File: src/rtl/bitwise_pkg.sv
// Shared encodings for the multi-cycle bitwise logic unit.
package bitwise_pkg;

    typedef enum logic [1:0] {
        OP_AND = 2'b00,
        OP_OR  = 2'b01,
        OP_XOR = 2'b10,
        OP_NOR = 2'b11
    } op_e;

    typedef enum logic [1:0] {
        S_IDLE = 2'b00,
        S_RUN  = 2'b01,
        S_DONE = 2'b10
    } state_e;

    // Slice counter width; a single-step configuration still needs one bit.
    function automatic int unsigned cnt_width(input int unsigned n);
        return (n > 1) ? $clog2(n) : 1;
    endfunction

endpackage

File: src/rtl/bitwise_slice.sv
// Combinational bitwise operation on one SLICE-bit chunk of the operands.
module bitwise_slice
    import bitwise_pkg::*;
#(
    parameter int unsigned SLICE = 8
) (
    input  logic [SLICE-1:0] a,
    input  logic [SLICE-1:0] b,
    input  op_e              op,
    output logic [SLICE-1:0] y
);

    always_comb begin
        y = '0;
        unique case (op)
            OP_AND: y = a & b;
            OP_OR:  y = a | b;
            OP_XOR: y = a ^ b;
            OP_NOR: y = ~(a | b);
        endcase
    end

endmodule

File: src/rtl/bitwise_multicycle.sv
// Multi-cycle bitwise unit: SLICE bits per cycle with a start / result-ready handshake
// matching the multiply/divide unit.
module bitwise_multicycle
    import bitwise_pkg::*;
#(
    parameter int unsigned WIDTH = 32,
    parameter int unsigned SLICE = 8
) (
    input  logic             clock,
    input  logic             reset,
    input  logic             ctrl_start,
    input  logic [1:0]       ctrl_op,
    input  logic [WIDTH-1:0] operandA,
    input  logic [WIDTH-1:0] operandB,
    output logic [WIDTH-1:0] result,
    output logic             result_nonzero,
    output logic             busy,
    output logic             data_resultRDY
);

    localparam int unsigned N    = (SLICE == 0) ? 1 : WIDTH / SLICE;
    localparam int unsigned CntW = cnt_width(N);
    localparam logic [CntW-1:0] CntLast = CntW'(N - 1);

    if ((SLICE == 0) || (((SLICE == 0) ? 0 : (WIDTH % SLICE)) != 0)) begin : g_bad_params
        $fatal(1, "bitwise_multicycle: SLICE must be non-zero and divide WIDTH");
    end

    state_e            state_q, state_d;
    logic [CntW-1:0]   cnt_q, cnt_d;
    logic [WIDTH-1:0]  a_q, a_d;
    logic [WIDTH-1:0]  b_q, b_d;
    op_e               op_q, op_d;
    logic [WIDTH-1:0]  shadow_q, shadow_d;
    logic [WIDTH-1:0]  result_q, result_d;
    logic              nz_q, nz_d;

    logic [31:0]       base;
    logic [SLICE-1:0]  a_sl, b_sl, y_sl;

    assign base = 32'(cnt_q) * SLICE;
    assign a_sl = a_q[base +: SLICE];
    assign b_sl = b_q[base +: SLICE];

    bitwise_slice #(
        .SLICE (SLICE)
    ) u_slice (
        .a  (a_sl),
        .b  (b_sl),
        .op (op_q),
        .y  (y_sl)
    );

    always_comb begin
        state_d  = state_q;
        cnt_d    = cnt_q;
        a_d      = a_q;
        b_d      = b_q;
        op_d     = op_q;
        shadow_d = shadow_q;
        result_d = result_q;
        nz_d     = nz_q;

        if (state_q == S_RUN) begin
            // Start is ignored while running; the operation always completes.
            shadow_d[base +: SLICE] = y_sl;
            if (cnt_q == CntLast) begin
                state_d  = S_DONE;
                result_d = shadow_d;
                nz_d     = |shadow_d;
            end else begin
                cnt_d = cnt_q + CntW'(1);
            end
        end else begin
            // IDLE and DONE accept a start identically.
            state_d = S_IDLE;
            if (ctrl_start) begin
                state_d  = S_RUN;
                cnt_d    = '0;
                a_d      = operandA;
                b_d      = operandB;
                op_d     = op_e'(ctrl_op);
                shadow_d = '0;
            end
        end
    end

    always_ff @(posedge clock) begin
        if (reset) begin
            state_q  <= S_IDLE;
            cnt_q    <= '0;
            a_q      <= '0;
            b_q      <= '0;
            op_q     <= OP_AND;
            shadow_q <= '0;
            result_q <= '0;
            nz_q     <= 1'b0;
        end else begin
            state_q  <= state_d;
            cnt_q    <= cnt_d;
            a_q      <= a_d;
            b_q      <= b_d;
            op_q     <= op_d;
            shadow_q <= shadow_d;
            result_q <= result_d;
            nz_q     <= nz_d;
        end
    end

    assign result         = result_q;
    assign result_nonzero = nz_q;
    assign busy           = (state_q == S_RUN);
    assign data_resultRDY = (state_q == S_DONE);

endmodule
File: config.mk
export PLATFORM = sky130hd
export DESIGN_NAME = bitwise_multicycle
export DESIGN_NICKNAME = d
export VERILOG_FILES = /design/src/rtl/bitwise_pkg.sv /design/src/rtl/bitwise_slice.sv /design/src/rtl/bitwise_multicycle.sv
export SDC_FILE = /design/constraint.sdc
export NUM_CORES = 1
export LEC_CHECK = 0
export ABC_CLOCK_PERIOD_IN_PS = 3100
export CAP_MARGIN = 20
export CORE_ASPECT_RATIO = 0.5
export CORE_MARGIN = 4
export CORE_UTILIZATION = 48
export DETAILED_ROUTE_END_ITERATION = 10
export PLACE_DENSITY = 0.76
export RECOVER_POWER = 50
export SYNTH_ARGS = -nofsm -noshare
export SYNTH_HDL_FRONTEND = slang
export SYNTH_SLANG_ARGS = --single-unit
File: constraint.sdc
create_clock -name clock -period 3.1 [get_ports clock]
set_input_delay 0.775 -clock clock [delete_from_list [all_inputs] [get_ports clock]]
set_output_delay 0.775 -clock clock [all_outputs]
set_load 0.005 [all_outputs]
=== After elaboration in Yosys (flattened, before gate mapping) ===
Index checks and enable logic that the tools add are counted.

* Output and inout bits: 35
* Bits in read-only memories: 0
* Memory bits (writable): 0
* Word-level logic and storage cells: 43
* Bits in latches: 0
* Memories kept: 0
* Flip-flop bits (word level): 135

* Reduce and logical (&&, ||, !) cells: 6
* Bitwise logic cells: 5
* Multiply operators: 0
* Shifts and indexed selects: 4
* Div/mod/pow operators: 0
* Multiplexer cells: 10
* Order comparisons: 0
* Eq/ne operators: 8
* Add/subtract/negate cells: 2

{| class="wikitable"
|+ Operators by type and width
! cell !! count
|-
| $mux W32 || 2
|-
| $shiftx A32 B6 Y8 || 2
|-
| $neg A5 Y34 || 1
|-
| $shift A8 B34 Y32 const A || 1
|-
| $shiftx A8 B34 Y32 || 1
|-
| $bwmux W32 || 1
|-
| $pmux W8 S4 || 1
|-
| $reduce_or A32 Y1 || 1
|-
| $mux W2 || 5
|-
| $and A8 B8 Y8 || 1
|-
| $eq A2 B2 Y1 const B || 4
|-
| $not A8 Y8 || 1
|-
| $or A8 B8 Y8 || 1
|-
| $xor A8 B8 Y8 || 1
|-
| $reduce_and A2 Y1 || 3
|-
| $eq A2 B1 Y1 const B || 2
|-
| $add A2 B1 Y2 const B || 1
|-
| $logic_not A2 Y1 || 1
|-
| $ne A2 B1 Y1 const B || 1
|-
| $ne A2 B2 Y1 const B || 1
|-
| $reduce_bool A2 Y1 || 1
|-
| $mux W1 || 1
|-
| $not A1 Y1 || 1
|}

=== Depth between registers and ports, before layout ===
* Depth after elaboration: 7
* Depth in mapped cells: 11
* Depth with buffers taken out: 9

=== Modules after synthesis ===
A second synthesis with hierarchy kept.

* Cell total of the unflattened synthesis: 763
* Area total of the unflattened synthesis: 6333.6 um^2

{| class="wikitable"
|+ By module, submodules not included
! module !! instances !! cells each !! area an instance (um^2)
|-
| bitwise_multicycle || 1 || 704 || 5806.8
|-
| bitwise_slice || 1 || 59 || 526.8
|}

=== Worst setup path before layout ===
Ideal clock, no wire load.

* Path kind: register -> register
* Start: reg cnt_q[0]
* End: reg nz_q (netlist: result_nonzero)
* Path slack: 0.117 ns
* Arrival time: 2.844 ns
* Stages on the path, launching flop included: 11
* Path buffers: 2
* Required time: 2.961 ns
* Clock period less this slack: 2.983 ns
* Cell sequence: dfxtp_1 > buf_2 > buf_2 > mux4_2 > inv_1 > ha_1 > mux2_4 > a21oi_4 > o22ai_2 > a2111oi_2 > a311oi_1

* Cells in the longest elaborated chain, start to end: 7
* Elaborated cells on any way between the ends: 14
* Those cells by class: add/sub: 1; eq/ne: 1; shift: 4; mux: 2; bitwise: 4; reduce/logical: 2

{| class="wikitable"
|+ Ends and longest elaborated chain
! item !! RTL line !! source
|-
| from (decl) || bitwise_multicycle.sv:30 || <nowiki>logic [CntW-1:0] cnt_q, cnt_d;</nowiki>
|-
| from (signal assigned) || bitwise_multicycle.sv:100 || <nowiki>cnt_q <= cnt_d;</nowiki>
|-
| $shiftx A32 B6 Y8, on equally long branches || bitwise_multicycle.sv:42, bitwise_multicycle.sv:43 ||
|-
| $or A8 B8 Y8 || bitwise_slice.sv:17, bitwise_slice.sv:19 ||
|-
| $not A8 Y8 || bitwise_slice.sv:19 || <nowiki>OP_NOR: y = ~(a | b);</nowiki>
|-
| $pmux W8 S4 || bitwise_slice.sv:15 || <nowiki>unique case (op)</nowiki>
|-
| $shiftx A8 B34 Y32 || bitwise_multicycle.sv:66 || <nowiki>shadow_d[base +: SLICE] = y_sl;</nowiki>
|-
| $bwmux W32 || bitwise_multicycle.sv:66 ||
|-
| $reduce_or A32 Y1 || bitwise_multicycle.sv:70 || <nowiki>nz_d = |shadow_d;</nowiki>
|-
| to (signal assigned) || bitwise_multicycle.sv:106 || <nowiki>nz_q <= nz_d;</nowiki>
|-
| to (decl) || bitwise_multicycle.sv:36 || <nowiki>logic nz_q, nz_d;</nowiki>
|}

Parallel ways exist; a longest one is shown, timed or not.
A chain may end at the register's enable or synchronous reset.

=== Worst setup path in the final report ===
Same ends and word-level chain as after synthesis.

==> metrics.json <==
{
  "clock_network": {
    "cts_hold_buffers": 0,
    "clock-root-buffer": "clkbuf_16",
    "cts-resized-gates": 0,
    "postCtsSetupRepairBufs": 0,
    "cts-buffers-inserted": 17,
    "tritoncts": "built",
    "clkSlewWorstSetupHoldPaths_ns": 0.06,
    "clk_path_buf_depth": 2,
    "htree_levels": 4,
    "cts.sinks": 135,
    "clk-insertion-delay-late_ns": 0.41
  },
  "die": {
    "floorplan.die.width_um": 171,
    "die_height_um": 89.4,
    "core_area_sq_um": 12800,
    "num_io_pins": 104,
    "initial_core_util_pct": 49.6,
    "dieArea_sq_um": 15300,
    "rows": 29
  },
  "detailed_routing": {
    "viasPerCell": 5.46,
    "detail_route.drc_violations": 0,
    "detail_route.iter0.violations": 439,
    "wl_per_cell_um": 15.6,
    "drt-total-wl_mm": 16.5,
    "detailroute.via_count": 5778,
    "drt_pass1_iterations": 5,
    "route.antenna.remaining_nets": 0
  },
  "synth": {
    "synthCells": 793,
    "post_synth_cell_types": 43,
    "syn_area_per_cell_sq_um": 8.01,
    "syn-num-nets": 884,
    "number_of_synthesized_flops_with_an_enable_pin": 0,
    "yosysSeqAreaShare_pct": 42.5,
    "synth_top_flop_cell": "dfxtp_1",
    "async_reset_ff_share_pct": 0,
    "mappedNetlistArea_sq_um": 6350,
    "ys_ff_latch": 135,
    "synth.yosys.warnings": 0
  },
  "min_path": {
    "worst_hold_path_type": "reg2reg",
    "worst_hold_path.endpoint": "a_q[16]$_SDFFE_PP0P_",
    "hold-path-cell-count": 2,
    "hold_start": "a_q[16]$_SDFFE_PP0P_"
  },
  "setup_path": {
    "cp.buffers_inverters": 2,
    "worst_r2r_startpoint": "cnt_q[0]$_SDFFE_PP0P_",
    "worst_ep_required_time_ns": 3.36,
    "cp_data_arrival_time_ns": 3.14,
    "r2r_setup_slack_ns": 0.22,
    "worst-setup-path-type": "reg2reg",
    "r2r_cells": 9,
    "cpLargestDelayFamily": "compound AO/OA/AOI/OAI gates",
    "critical_path_peak_fanout": 25,
    "crit_path_max_incr_delay_ns": 0.54,
    "worstReg2RegEnd": "result_nonzero$_SDFFE_PP0P_",
    "crit_path_top_delay_cell": "mux4_2",
    "cp_cell_sequence": "buf_12 -> mux4_2 -> inv_1 -> ha_1 -> mux2_4 -> a21oi_2 -> o211ai_1 -> a2111oi_2 -> a311oi_1",
    "crit_end_element": "flop",
    "timing.critical_path.from_type": "flop"
  },
  "timing": {
    "final_hold_viol_count": 0,
    "final_worst_setup_slack_ns": 0.221,
    "worst-slew-pin-transition_ns": 1.27,
    "period_share_pct": 92.9,
    "unrepaired_setup_endpoints_after_global_routing": "false",
    "final-setup-viol-count": 0,
    "worst_slew_margin_rel_pct": 15.3,
    "timing.setup.tns_ns": 0,
    "final_period_minus_worst_setup_slack_ns": 2.88,
    "max_freq_mhz": 347,
    "worst_clock_skew_ns": 0.0103,
    "final-max-slew-violation-count": 0
  },
  "run_status": {
    "run_status": "finished, final reports clean"
  },
  "cells_and_area": {
    "finish.cell_count_without_fillers": 1058,
    "design.final.nets": 966,
    "finalCoreUtilization_pct": 63.3,
    "regArea_sq_um": 2700,
    "layout_common_cells": "nand2_1, dfxtp_1, nor2_1",
    "fill_cells": 1103,
    "multi_input_combinational_cell_area_sq_um": 3180,
    "diodes": 0,
    "drive_gt1_share_pct": 11.0,
    "layout.cell_area.non_filler_sq_um": 8100,
    "area.growth.synth_to_final_pct": 27.6
  },
  "grt": {
    "first_pass_grt_wire_length_mm": 26.9,
    "grt_max_degree": 136,
    "antenna_found_initial": 0,
    "top_usage_layer": "met2",
    "grt_pass1_vias": 5565,
    "grt.total_usage_pct": 22.1,
    "use_met3_pct": 5.30,
    "grt.met1_usage_pct": 29.4,
    "globalRouteMet2Util_pct": 36.7,
    "grt_overflow_total": 0
  },
  "power": {
    "worst_ir_drop_vdd_mv": 0.326,
    "p_per_area_nw_per_um2": 531,
    "power.static_leakage_nw": 3.05
  },
  "job": {
    "cap_violations": 0
  },
  "placed_design": {
    "dp_hpwl_mm": 11.1,
    "place.gp.congestion": 0.863,
    "instance_count_after_placement_with_tap_cells_included": 1026,
    "detailedPlace.worstSlack_ns": 0.239,
    "io_buf_count": 103,
    "post_dp_cell_area_sq_um": 7560
  }
}
-- worst min-delay path, cell delays in order (launching register included) --
cell     delay (ns)
dfxtp_1        0.31
nand2_1        0.05
a21oi_1        0.05
-- registers in the layout, summed over array words and instances (netlist names) --
| name | cells |
|---|---|
| op_q | 2 |
| state_q | 2 |
| result | 32 |
| result_nonzero | 1 |
| shadow_q | 32 |
| b_q | 32 |
| cnt_q | 2 |
| a_q | 32 |
-- worst max-delay path by stage --
stage                            start                          end  cells past startpoint
6_report         cnt_q[0]$_SDFFE_PP0P_  result_nonzero$_SDFFE_PP0P_                      9
5_1_grt        state_q[1]$_SDFFE_PP0P_        cnt_q[1]$_SDFFE_PP0P_                      7
4_1_cts          cnt_q[0]$_SDFFE_PP0P_  result_nonzero$_SDFFE_PP0P_                      9
3_5_place_dp     cnt_q[0]$_SDFFE_PP0P_  result_nonzero$_SDFFE_PP0P_                      9
3_3_place_gp     cnt_q[0]$_SDFFE_PP0P_  result_nonzero$_SDFFE_PP0P_                      9
2_1_floorplan    cnt_q[0]$_SDFFE_PP0P_  result_nonzero$_SDFFE_PP0P_                     10
-- metal layers --
| metal | vias to the layer above | wire length [um] |
|---|---|---|
| met1 | 2725 | 7780 |
| li1 | 2852 | - |
| met2 | 181 | 7590 |
| met4 | 0 | 186 |
| met3 | 20 | 948 |
| met5 | - | 0 |
-- report_power, final --
group	leakage, nW	internal (W)	switching (W)	total (W)
Sequential	1.10	0.00179	0.0000321	0.00182
Clock	0.273	0.00114	0.000816	0.00196
Combinational	1.68	0.000235	0.000286	0.000522
Total	3.05	0.00317	0.00113	0.00430
-- synth_stat cells (5+ instances only) --
library cell / number / area (sq um)
inv_1: 51 / 191
nand4_1: 5 / 31.3
ha_1: 22 / 275
a22oi_1: 5 / 37.5
nand2_1: 135 / 507
a21oi_1: 99 / 495
buf_2: 9 / 45.0
nor2_1: 109 / 409
nor2b_1: 7 / 43.8
dfxtp_1: 135 / 2700
mux4_2: 16 / 360
clkbuf_1: 47 / 176
nor4_1: 5 / 31.3
nor3_1: 57 / 285
o22ai_1: 27 / 169
o21ai_0: 10 / 50.1
-- stage by stage --
| step | power (W) | hold slack (ns) |
|---|---|---|
| final | 0.00430 | 0.453 |
| after global routing | 0.00447 | 0.471 |
| after CTS | 0.00433 | 0.453 |
| after detailed placement | 0.00238 | 0.447 |
| after global placement | 0.00237 | 0.440 |
| after floorplan | 0.00218 | 0.433 |
-- cell families after synthesis --
family | synth area share, %
mux | 6.93
flops | 42.5
compound gates | 17.1
simple gates | 21.6
buf+inv | 7.44
fa+ha+maj | 4.33
-- final cells by class --
class	instances	area share (%)
inverters	52	2.41
well taps	170	2.62
flip-flops and latches	135	33.3
clock inverters	14	1.70
multi-input cells	542	39.2
repair buffers	127	15.3
clock buffers	18	5.42
Note: power is estimated with default switching activity, not from simulation.
